**src/rtl/posit_result_fifo.sv**
```systemverilog
// posit_result_fifo
//   First-word-fall-through result buffer behind a pipelined posit adder.
//   Each in_done pulse carries one {result, inf, zero} triple into the FIFO.
//   The head entry is shown combinationally on out_data/out_inf/out_zero.
//   stall throttles the feeder early enough that LAT results still in the
//   adder pipeline always find room.
//
// Parameters
//   N      posit word width
//   DEPTH  number of entries (power of two, >= 8)
//   LAT    upstream adder latency in cycles (LAT < DEPTH)
//
// Ports
//   clk        clock, rising edge
//   rst        asynchronous active-high reset (pointers, count, overflow)
//   in_result  adder result word, qualified by in_done
//   in_inf     adder inf flag, qualified by in_done
//   in_zero    adder zero flag, qualified by in_done
//   in_done    write strobe
//   stall      high when count >= DEPTH-LAT
//   out_data   head entry result
//   out_inf    head entry inf flag
//   out_zero   head entry zero flag
//   out_valid  head entry present (count != 0)
//   out_ready  consumer accepts the head this cycle
//   count      current occupancy, 0..DEPTH
//   overflow   sticky: a write arrived while full with no pop
//
// Optional feature (macro POSIT_RESULT_STATS_EN)
//   inf_cnt    saturating count of accepted writes with inf=1
//   zero_cnt   saturating count of accepted writes with zero=1

module posit_result_fifo #(
  parameter int N     = 32,
  parameter int DEPTH = 8,
  parameter int LAT   = 4
) (
  input  logic                     clk,
  input  logic                     rst,
  input  logic [N-1:0]             in_result,
  input  logic                     in_inf,
  input  logic                     in_zero,
  input  logic                     in_done,
  output logic                     stall,
  output logic [N-1:0]             out_data,
  output logic                     out_inf,
  output logic                     out_zero,
  output logic                     out_valid,
  input  logic                     out_ready,
  output logic [$clog2(DEPTH):0]   count,
`ifdef POSIT_RESULT_STATS_EN
  output logic [15:0]              inf_cnt,
  output logic [15:0]              zero_cnt,
`endif
  output logic                     overflow
);

  localparam int AW = $clog2(DEPTH);
  localparam int CW = AW + 1;
  localparam logic [CW-1:0] FULL_LVL  = CW'(DEPTH);
  localparam logic [CW-1:0] STALL_LVL = CW'(DEPTH - LAT);

  // Storage: result word with its two flags packed alongside.
  logic [N+1:0]   mem [DEPTH];
  logic [AW-1:0]  rd_ptr;
  logic [AW-1:0]  wr_ptr;

  logic full;
  logic pop;
  logic wr_en;
  logic drop;

  assign full      = (count == FULL_LVL);
  assign out_valid = (count != '0);
  // out_ready is meaningless while empty, so pop cannot underflow.
  assign pop       = out_valid & out_ready;
  // A pop in the same cycle frees a slot, so a full FIFO still accepts.
  assign wr_en     = in_done & (~full | pop);
  assign drop      = in_done & full & ~pop;
  assign stall     = (count >= STALL_LVL);

  // Pointers wrap naturally because DEPTH is a power of two.
  always_ff @(posedge clk or posedge rst) begin
    if (rst) begin
      rd_ptr   <= '0;
      wr_ptr   <= '0;
      count    <= '0;
      overflow <= 1'b0;
    end else begin
      if (pop)
        rd_ptr <= rd_ptr + AW'(1);
      if (wr_en)
        wr_ptr <= wr_ptr + AW'(1);
      case ({wr_en, pop})
        2'b10:   count <= count + CW'(1);
        2'b01:   count <= count - CW'(1);
        default: count <= count;
      endcase
      if (drop)
        overflow <= 1'b1;
    end
  end

  // Storage is not reset; a stray write during reset lands in a slot that
  // the cleared pointers already treat as empty.
  always_ff @(posedge clk) begin
    if (wr_en)
      mem[wr_ptr] <= {in_result, in_inf, in_zero};
  end

  // Fall-through read: head entry straight from the array, no output register.
  assign {out_data, out_inf, out_zero} = mem[rd_ptr];

`ifdef POSIT_RESULT_STATS_EN
  always_ff @(posedge clk or posedge rst) begin
    if (rst) begin
      inf_cnt  <= '0;
      zero_cnt <= '0;
    end else begin
      if (wr_en && in_inf && (inf_cnt != 16'hFFFF))
        inf_cnt <= inf_cnt + 16'd1;
      if (wr_en && in_zero && (zero_cnt != 16'hFFFF))
        zero_cnt <= zero_cnt + 16'd1;
    end
  end
`endif

endmodule

```
**config.mk**
```make
export PLATFORM = sky130hd
export DESIGN_NAME = posit_result_fifo
export DESIGN_NICKNAME = d
export VERILOG_FILES = /design/src/rtl/posit_result_fifo.sv
export SDC_FILE = /design/constraint.sdc
export NUM_CORES = 1
export LEC_CHECK = 0
export BUFFER_PORTS_ARGS = -buffer_cell sky130_fd_sc_hd__buf_2
export CAP_MARGIN = 20
export CORE_ASPECT_RATIO = 0.5
export CORE_MARGIN = 5
export CORE_UTILIZATION = 45
export DETAILED_ROUTE_END_ITERATION = 10
export HOLD_SLACK_MARGIN = 0.08
export PLACE_DENSITY = 0.59
export SLEW_MARGIN = 5
export SYNTH_ARGS = -nofsm -noshare
export SYNTH_HDL_FRONTEND = slang
export SYNTH_SLANG_ARGS = --single-unit
```
**constraint.sdc**
```tcl
create_clock -name clk -period 4.7 [get_ports clk]
set_input_delay 0.705 -clock clk [delete_from_list [all_inputs] [get_ports clk]]
set_output_delay 0.705 -clock clk [all_outputs]
set_load 0.05 [all_outputs]
```
==> impl_metrics.yaml <==
setup_path:
  critPathCaptureType: "primary output"
  crit_chain: "buf_4, mux4_2, mux2_2, buf_2"
  critPathMaxFanout: 20
  start_kind: "flip-flop"
  crit_path_max_incr_delay_ns: 0.70
  arrival_ns: 2.79
  reg2reg_slack_ns: 2.04
  slowest_stage: "dfrtp_4"
  crit_buf_inv: 2
  critPathKind: "flip-flop to primary output"
  critPathRequiredTime_ns: 3.99
  critPathTopFamily: "multiplexers"
sta:
  finalSetupTns_ns: 0
  slew_headroom: 0.287
  finalSetupViolations: 0
  min_period_ns: 3.49
  tightest_slew_ns: 1.07
  rsz0062_at_grt: "no"
  finalMaxSlewViolations: 0
  finalCritPeriodShare: 0.743
  timing.fmax_mhz: 287
  skew_ns: 0.00640
  hold_viol_final: 0
pwr:
  power.leakage_nw: 4.24
  p_per_area_nw_per_um2: 680
  ir_drop_uv: 580
synth:
  synthAdderAreaFrac: 0.00345
  syn_nets: 504
  synthMuxAreaShare: 0.180
  yosysWarningCount: 0
  ys_seq_area_frac: 0.776
  synthDistinctLibCells: 33
  avgSynthCellArea_sq_um: 23.5
  synth_xor_area_frac: 0.00483
  netlist_instances: 463
  synth_seq_cells: 283
  ys_top_cells_by_area: "edfxtp_1 75%, mux4_2 14%, mux2_2 2.6%"
  synth_top_area_cell: "edfxtp_1"
  synth_top_family_by_area: "multiplexers"
  synthSimpleGateAreaFrac: 0.0159
  synth_top_area_share: 0.751
  synth_area_sq_um: 10900
  synth_compound_area_frac: 0.00747
final_layout:
  diodes: 0
  most-common-layout-cells: "272 x edfxtp_1, 78 x buf_2, 68 x mux4_2, 27 x clkbuf_16, 25 x mux2_2"
  area_delta_synth_final_pct: 16.5
  nets: 606
  drive_above_1_share: 0.427
  final_common_cell: "edfxtp_1"
  num-fill-cells: 1833
  fin_util: 0.531
job:
  cap_viol_max_count: 0
detailed_routing:
  wl_per_cell_um: 22.5
  dr_total_vias: 4859
  drtIter0Drc: 386
  first_pass_iters: 4
  wl_mm: 20.2
  via_per_inst: 5.40
  drc: 0
  antenna_left: 0
clock_network:
  cts_tree: "yes"
  cts.repair.resized: 0
  root_buffer: "clkbuf_16"
  cts_max_level: 1
  cts_buffers: 26
  hold_buffers: 0
  post_cts_buffers: 0
  clock_path_buffers: 3
  clkSinkCount: 283
  clk_pin_slew_ns: 0.06
  clkLatencyLatePin_ns: 0.53
die:
  dieArea_sq_um: 27600
  die_y_um: 120
  io_pins: 79
  rows: 40
  die_x_um: 230
  coreArea_sq_um: 23900
  start_util: 0.456
place:
  dpl.hpwl_mm: 12.0
  gp_congestion: 0.702
  port_buffers: 78
grt:
  antenna_found_initial: 0
  grt_pass1_wl_mm: 31.6
  grt_pass1_vias: 5293
  grt_max_degree: 71
  grt_usage: 0.149
  grt_overflow_total: 0
worst_hold_path:
  holdCritPathClass: "input port to async pin"
status:
  status: "finished, final reports clean"
## report_power, final
part / switching [mW] / total (mW) / internal [mW]
logic: 1.77 / 2.91 / 1.15
registers: 0.321 / 3.42 / 3.10
clock network: 0.874 / 2.28 / 1.41
## state kept, by name, indices dropped and copies added (netlist names)
signal	cells
count	4
wr_ptr	3
mem	272
rd_ptr	3
overflow	1
## synth_stat cells, drive strengths merged
cell / instances
mux4: 68
nor2b: 2
clkbuf: 9
a211oi: 1
or4: 1
a21boi: 1
or3: 1
nor2: 8
nand2: 11
and3b: 1
dfrtp: 11
mux2: 35
buf: 11
a21o: 2
a31o: 1
a21bo: 1
ha: 3
nand2b: 4
xnor2: 3
inv: 2
edfxtp: 272
a2111oi: 1
xor2: 3
a21oi: 2
or2: 1
nor3: 4
a211o: 1
o21ai: 1
nand3: 2
## cell families after synthesis
| family | after synthesis |
|---|---|
| adders and majority gates | 3 |
| muxes | 103 |
| and+or+nand+nor | 35 |
| buffers and inverters | 22 |
| DFF | 283 |
| xor gates and xnor gates | 6 |
| AOI/OAI and AO/OA | 11 |
## worst register-to-register path, stage by stage, from the launching register on
cell and delay, ns:
dfrtp_1 0.45, nor2b_1 0.19, a21boi_0 0.39, nand2_1 0.31, nor3_2 0.40, buf_4 0.53
## final cells by class
class | count | area (sq um) | area share
sequential | 283 | 8450 | 0.667
tap | 315 | 394 | 0.0311
clock buffer | 34 | 722 | 0.0570
multi-input combinational | 158 | 2360 | 0.186
timing repair buffer | 94 | 523 | 0.0413
inverter | 2 | 7.51 | 0.000592
clock inverter | 14 | 214 | 0.0169
## worst paths after layout
check / start / endpoint / cells past startpoint
max: rd_ptr[0] / out_data[5] / 4
min: rst / rd_ptr[0] / 2
max reg2reg: count[3] / mem[1][9] / 5
min reg2reg: overflow / overflow / 1
max in group asynchronous: rst / rd_ptr[1] / 2
min in group clk: in_result[18] / mem[5][20] / 1
## through the flow
| step | hold WS, ns | power [mW] | setup slack [ns] | std cells | cell area (sq um) |
|---|---|---|---|---|---|
| final | 0.158 | 8.61 | 1.21 | 900 | 12700 |
| after global routing | 0.192 | 9.01 | 1.01 | 900 | 12700 |
| after CTS | 0.158 | 8.77 | 1.11 | 900 | 12700 |
| after detailed placement | 0.483 | 6.47 | 1.67 | 852 | 11700 |
| after global placement | 0.475 | 6.45 | 1.70 | 852 | 11700 |
| after floorplan | 0.484 | 5.76 | 0.481 | 463 | 10900 |
## per-layer routing
| metal | wire length (um) | vias up | global-route usage |
|---|---|---|---|
| met5 | 0 | - | 0 |
| met4 | 382 | 0 | 0.0313 |
| met3 | 772 | 30 | 0.0314 |
| met2 | 9710 | 82 | 0.242 |
| met1 | 9350 | 2587 | 0.213 |
| li1 | - | 2160 | - |
Note: power is estimated with default switching activity, not from simulation.
